==> src/rtl/dual_mem_responder.sv <==
// dual_mem_responder
//   Shared byte memory serving two cores through one access FSM
//   (IDLE -> BUSY -> DONE). The FSM grants one requesting port per access,
//   round-robin under contention. It spends LATENCY cycles in BUSY, commits
//   the access on the edge that leaves BUSY, and strobes the granted port's
//   ready for the single DONE cycle.
//
// Parameters
//   WIDTH   : data byte width
//   ADDR_W  : address width; memory depth is 2**ADDR_W
//   LATENCY : BUSY cycles per access (1..15)
//
// Ports
//   clk                     : clock, rising-edge active
//   reset                   : asynchronous, active-high reset
//   memread0 / memread1     : read request per core
//   memwrite0 / memwrite1   : write request per core (wins over read)
//   adr0 / adr1             : byte address per core
//   writedata0 / writedata1 : write byte per core
//   memdata0 / memdata1     : last read byte returned to each core
//   ready0 / ready1         : one-cycle completion strobe per core
module dual_mem_responder #(
  parameter int unsigned WIDTH   = 8,
  parameter int unsigned ADDR_W  = 8,
  parameter int unsigned LATENCY = 2
) (
  input  logic              clk,
  input  logic              reset,
  input  logic              memread0,
  input  logic              memread1,
  input  logic              memwrite0,
  input  logic              memwrite1,
  input  logic [ADDR_W-1:0] adr0,
  input  logic [ADDR_W-1:0] adr1,
  input  logic [WIDTH-1:0]  writedata0,
  input  logic [WIDTH-1:0]  writedata1,
  output logic [WIDTH-1:0]  memdata0,
  output logic [WIDTH-1:0]  memdata1,
  output logic              ready0,
  output logic              ready1
);

  localparam int unsigned DEPTH = 1 << ADDR_W;

  typedef enum logic [1:0] {
    IDLE,
    BUSY,
    DONE
  } state_e;

  state_e            state_q, state_d;
  logic [3:0]        cnt_q, cnt_d;
  logic              gnt_q, gnt_d;     // port owning the current access
  logic              last_q, last_d;   // port granted most recently
  logic              wr_q, wr_d;
  logic [ADDR_W-1:0] adr_q, adr_d;
  logic [WIDTH-1:0]  wdata_q, wdata_d;
  logic [WIDTH-1:0]  memdata0_q, memdata0_d;
  logic [WIDTH-1:0]  memdata1_q, memdata1_d;

  // Contents survive reset; the declaration initialiser gives the
  // power-up zero state.
  logic [WIDTH-1:0]  mem_q [DEPTH] = '{default: '0};

  logic              req0, req1;
  logic              pick;
  logic              commit;

  always_comb begin
    req0       = memread0 | memwrite0;
    req1       = memread1 | memwrite1;

    state_d    = state_q;
    cnt_d      = cnt_q;
    gnt_d      = gnt_q;
    last_d     = last_q;
    wr_d       = wr_q;
    adr_d      = adr_q;
    wdata_d    = wdata_q;
    memdata0_d = memdata0_q;
    memdata1_d = memdata1_q;
    pick       = 1'b0;
    commit     = 1'b0;

    case (state_q)
      IDLE: begin
        if (req0 || req1) begin
          // Tie goes to the port not granted last; a lone requester wins.
          pick    = (req0 && req1) ? ~last_q : req1;
          gnt_d   = pick;
          last_d  = pick;
          wr_d    = pick ? memwrite1 : memwrite0;
          adr_d   = pick ? adr1 : adr0;
          wdata_d = pick ? writedata1 : writedata0;
          cnt_d   = 4'(LATENCY);
          state_d = BUSY;
        end
      end

      BUSY: begin
        cnt_d = cnt_q - 4'd1;
        // The counter reaches 0 on this edge: commit and move to DONE.
        if (cnt_q == 4'd1) begin
          commit  = 1'b1;
          state_d = DONE;
          if (!wr_q) begin
            if (gnt_q) memdata1_d = mem_q[adr_q];
            else       memdata0_d = mem_q[adr_q];
          end
        end
      end

      DONE: begin
        state_d = IDLE;
      end

      default: begin
        state_d = IDLE;
      end
    endcase
  end

  always_ff @(posedge clk or posedge reset) begin
    if (reset) begin
      state_q    <= IDLE;
      cnt_q      <= '0;
      gnt_q      <= 1'b0;
      last_q     <= 1'b1;
      wr_q       <= 1'b0;
      adr_q      <= '0;
      wdata_q    <= '0;
      memdata0_q <= '0;
      memdata1_q <= '0;
    end else begin
      state_q    <= state_d;
      cnt_q      <= cnt_d;
      gnt_q      <= gnt_d;
      last_q     <= last_d;
      wr_q       <= wr_d;
      adr_q      <= adr_d;
      wdata_q    <= wdata_d;
      memdata0_q <= memdata0_d;
      memdata1_q <= memdata1_d;
    end
  end

  // Reset forces state_q to IDLE asynchronously, so an access aborted in
  // BUSY never reaches the commit edge; the reset term only guards the
  // edge on which reset is sampled.
  always_ff @(posedge clk) begin
    if (commit && wr_q && !reset) begin
      mem_q[adr_q] <= wdata_q;
    end
  end

  assign memdata0 = memdata0_q;
  assign memdata1 = memdata1_q;
  assign ready0   = (state_q == DONE) && !gnt_q;
  assign ready1   = (state_q == DONE) &&  gnt_q;

endmodule

==> config.mk <==
export PLATFORM = sky130hd
export DESIGN_NAME = dual_mem_responder
export DESIGN_NICKNAME = d
export VERILOG_FILES = /design/src/rtl/dual_mem_responder.sv
export SDC_FILE = /design/constraint.sdc
export NUM_CORES = 2
export LEC_CHECK = 0
export BUFFER_PORTS_ARGS = -buffer_cell sky130_fd_sc_hd__buf_2
export CELL_PAD_IN_SITES_DETAIL_PLACEMENT = 0
export CELL_PAD_IN_SITES_GLOBAL_PLACEMENT = 1
export CORE_MARGIN = 1
export CORE_UTILIZATION = 50
export CTS_CLUSTER_DIAMETER = 150
export CTS_CLUSTER_SIZE = 12
export DETAILED_ROUTE_END_ITERATION = 16
export MAX_ROUTING_LAYER = met4
export PLACE_DENSITY = 0.72
export SYNTH_ARGS = -nofsm -noshare
export SYNTH_HDL_FRONTEND = slang
export SYNTH_SLANG_ARGS = --single-unit
==> constraint.sdc <==
create_clock -name clk -period 5.6 [get_ports clk]
set_clock_uncertainty 0.1 [all_clocks]
set_input_delay 1.12 -clock clk [delete_from_list [all_inputs] [get_ports clk]]
set_output_delay 1.12 -clock clk [all_outputs]
set_load 0.1 [all_outputs]
# Word level (Yosys, flattened, before mapping)
# Memory sizes are Yosys's and may differ from the RTL's.
# Index checks and enable logic that the tools add are counted.
# word_totals
word_cells	49
ram_bits	2048
latchBits	0
ff_bits	41
n_memories	1
input_bits	38
romBits	0
out_inout_bits	18
# memory_table
name	depth	word_bits	rd	rd_ports_with_merged_regs	wr	line_no	text
mem_q	256	8	1	0	1	63	logic [WIDTH-1:0] mem_q [DEPTH] = '{default: '0};
# op_classes
eq_ne	5
n_mux	13
order_cmp	0
reduce_logical	15
shifts	0
bitwise	5
n_mul	0
addsub	1
div	0
# ops
op	count
$mux 8	2
$pmux 4 s2	1
$reduce_and 4->1	2
$mux 1	6
$reduce_and 2->1	3
$logic_and 1x1->1	5
$eq 4x1->1 const B	1
$mux 2	2
$mux 4	1
$ne 2x2->1 const B	2
$pmux 2 s2	1
$sub 4x1->4 const B	1
$not 1->1	3
$eq 2x1->1 const B	1
$eq 2x2->1 const B	1
$logic_not 1->1	2
$logic_not 2->1	1
$or 1x1->1	2
$reduce_bool 2->1	1
$logic_or 1x1->1	1

# Depth between registers and ports, before layout
# logic_depth
word_depth	7
ltp_mapped	12
ltp_nobuf	8

# Worst setup path before layout
# Ideal clock, no wire load.
# synth_path
path_kind	register -> register
from	register wdata_q[0]
to	memory mem_q[0][0] (data pin)
t_required_ps	4696
period_less_slack_ps	4087
setup_time_ps	804
n_path_buf	0
arrival_ps	3183
setup_slack_ps	1513
path_stages_with_launch	1
path_cell_list	dfrtp_1
# synth_rtl
item	line_no	text
from (decl)	57	logic [WIDTH-1:0] wdata_q, wdata_d;
from (signal assigned)	141	wdata_q <= wdata_d;
to (decl)	63	
# Straight into the memory's write port.

# Final worst setup path
# layout_path
from	register cnt_q[1]
to	memory mem_q[13][1] (enable)
# layout_between
elab_chain_len	7
# layout_rtl
item	line_no	text
from (decl)	52	logic [3:0] cnt_q, cnt_d;
from (signal assigned)	136	cnt_q <= cnt_d;
$eq 4x1->1	103	if (cnt_q == 4'd1) begin
$mux 1	103	
$mux 1	85	case (state_q)
$logic_and 1x1->1 (2 in series)	151	if (commit && wr_q && !reset) begin
$mux 1	151	
$mux 1 (implied by the code)	152	mem_q[adr_q] <= wdata_q;
# No other way between the ends.

==> results_dict.tcl <==
set metrics [dict create \
    status "complete, no violations" \
    layout_setup_ws_ns 1.026 \
    final_common_cell "edfxtp_1" \
    cp_max_fo 9 \
    worst_pin_slew_ns 1.212 \
    crit_path_end_kind "flop" \
    die_area_um2 164600 \
    core_um2 161100 \
    drv_slew 0 \
    yosysWarnings 0 \
    finalCriticalPeriod_ns 4.574 \
    dr.pass1.iters 5 \
    route.detailed.drc 0 \
    first_global_vias 40057 \
    hold_path_class "flop to flop" \
    io_pins 56 \
    synthTopCellsByArea "edfxtp_1, mux4_2, mux2i_1" \
    drv_cap 0 \
    synth_seq_area_share 0.7672 \
    drt_iter0_drc 5155 \
    grt_pass1_wl_mm 287.8 \
    vias_per_cell 6.311 \
    rows 147 \
    critPathKind "flop to flop" \
    synth_cell_types 58 \
    syn_area_um2 81500 \
    synth_top_area_share 0.7545 \
    ctsHoldBuffers 0 \
    cts_buffers 192 \
    final_cell_mix "edfxtp_1, mux4_2, nor2_1, mux2i_1, clkbuf_16" \
    synth_cells 4084 \
    ant_nets 0 \
    drive_gt1_frac 0.1917 \
    wl_per_cell_um 31.18 \
    leakage_uw 0.02787 \
    slew_headroom 0.1892 \
    fmax_ghz 0.2186 \
    chipWidth_um 405.7 \
    setup_violations 0 \
    portBuffers 55 \
    worstPathCellList "inv_1 -> ha_1 -> nor3b_1 -> nand4_1 -> nor3_1 -> nand2_1 -> buf_4 -> nor2_1" \
    clock_sinks 2089 \
    h-tree-depth 4 \
    power.density_nw_per_um2 500.9 \
    yosysTopAreaCell "edfxtp_1" \
    postCtsSetupRepairBufs 0 \
    antenna_found_initial 2 \
    cts_root_buffer "clkbuf_16" \
    pre_cts_ws_ns 1.051 \
    grt_max_degree 161 \
    rsz0062_at_grt "no" \
    totalWireLength_mm 199.8 \
    fin_nets 4231 \
    vias 40450 \
    critPathRequiredTime_ns 5.96 \
    syn_to_final_growth_pct 9.891 \
    hold_viol 0 \
    syn_nets 4124 \
    cts-resized-gates 0 \
    dieHeight_um 405.7 \
    period_share 0.8167 \
    cts.clk_slew.worst_paths_ns 0.06 \
    cp.arrival_ns 4.93 \
    gp_congestion 0.8455 \
    start_util 0.5059 \
    tritoncts "yes" \
    finalSetupTns_ns 0 \
    max-clock-path-buffers 3 \
    grt.total_usage 0.2530 \
    grt_overflow 0 \
    slowest_delay_ns 0.69 \
    crit_path_top_delay_cell "nor2_1" \
    crit_path_start_kind "flop" \
    synth-main-ff-cell "edfxtp_1" \
    ys_async_sr_fraction 0.01963 \
    peakVddDrop_mv 0.6392 \
    syn_area_per_cell_um2 19.96 \
    clk_latency_ns 0.83 \
    ys_ff_latch 2089 \
    dp.final_hpwl_mm 121.0 \
    synth_edf_count 2048 \
]
-- path summary, 6_finish.rpt --
check                                           from                       to  slack (ns)  depth (start not counted)
worst max-delay path            cnt_q[1]$_DFFE_PP0P_   mem_q[13][1]$_DFFE_PP_        1.03                          8
worst min-delay path            cnt_q[3]$_DFFE_PP0P_     cnt_q[3]$_DFFE_PP0P_        0.40                          1
worst max register to register  cnt_q[1]$_DFFE_PP0P_   mem_q[13][1]$_DFFE_PP_        1.03                          8
worst min register to register  cnt_q[3]$_DFFE_PP0P_     cnt_q[3]$_DFFE_PP0P_        0.40                          1
max in group asynchronous                      reset   wdata_q[0]$_DFFE_PP0P_        4.42                          3
min in group asynchronous                      reset  memdata1[5]$_DFFE_PP0P_        0.48                          3
-- where the power goes --
group | switching (uW) | internal [uW]
clock network | 5360 | 6240
logic | 8580 | 4270
registers | 865 | 19500
total | 14800 | 30100
-- worst max-delay path: cells and delay by family, from the launching register on --
| kind | cells | cell delay, ns |
|---|---|---|
| adders and majority gates | 1 | 0.15 |
| and+or+nand+nor | 5 | 2.95 |
| DFF | 1 | 0.40 |
| buffers and inverters | 2 | 0.59 |
-- logic make-up after synthesis --
kind of cell,synth area share
xor+xnor,0.0001075
mux,0.1450
compound gates,0.03067
fa+ha+maj,0.0003070
buf+inv,0.01724
simple gates,0.03948
flops,0.7672
-- sequential cells by signal, summed over array words and instances (netlist names) --
signal / flops
mem_q: 2048
memdata1: 8
wdata_q: 8
last_q: 1
memdata0: 8
adr_q: 8
wr_q: 1
cnt_q: 4
state_q: 2
gnt_q: 1
-- routing by layer --
metal	routed length [um]	share of wire	global-route usage
met4	3901	0.020	0.05753
met1	84400	0.42	0.3639
met3	16800	0.084	0.04230
met2	94730	0.47	0.3828
met5	0	0	-
-- area by class of cell --
type                            count  area, um^2
Tap cell                         2160        2703
Sequential cell                  2089       62570
Clock inverter                     13       157.7
Multi-Input combinational cell   1727       17660
Timing Repair Buffer              173        1399
Clock buffer                      236        5034
Antenna cell                        3       7.507
Fill cell                       12025       71550
Inverter                            8       30.03
-- cells in the mapped netlist (all sizes together), types with 7 or more instances --
| cell | count |
|---|---|
| or4b | 9 |
| a22o | 11 |
| a2111oi | 8 |
| a21boi | 8 |
| dfrtp | 40 |
| inv | 7 |
| buf | 156 |
| nand2 | 114 |
| o221ai | 8 |
| a21oi | 16 |
| nor4 | 24 |
| o211ai | 17 |
| nand4 | 35 |
| a221oi | 62 |
| nor2 | 306 |
| a31oi | 23 |
| a41oi | 16 |
| a221o | 13 |
| nor3 | 11 |
| nand2b | 7 |
| and3 | 26 |
| edfxtp | 2048 |
| mux4 | 400 |
| a211oi | 17 |
| nand3 | 133 |
| nor2b | 10 |
| a22oi | 57 |
| o21ai | 79 |
| mux2i | 275 |
| o22ai | 9 |
| clkbuf | 104 |
-- through the flow --
stage	power, uW	instance area, um^2	hold slack [ns]	instances	util
after detailed placement	33590	84370	0.3990	6157	0.5236
after global placement	33450	84360	0.4009	6156	0.5236
after floorplan	29090	81500	0.3576	4084	-
after CTS	45030	89560	0.4111	6406	0.5559
after global routing	46240	89560	0.4287	6406	0.5559
final	44870	89570	0.4037	6409	0.5559
(Power assumes the default switching activity.)
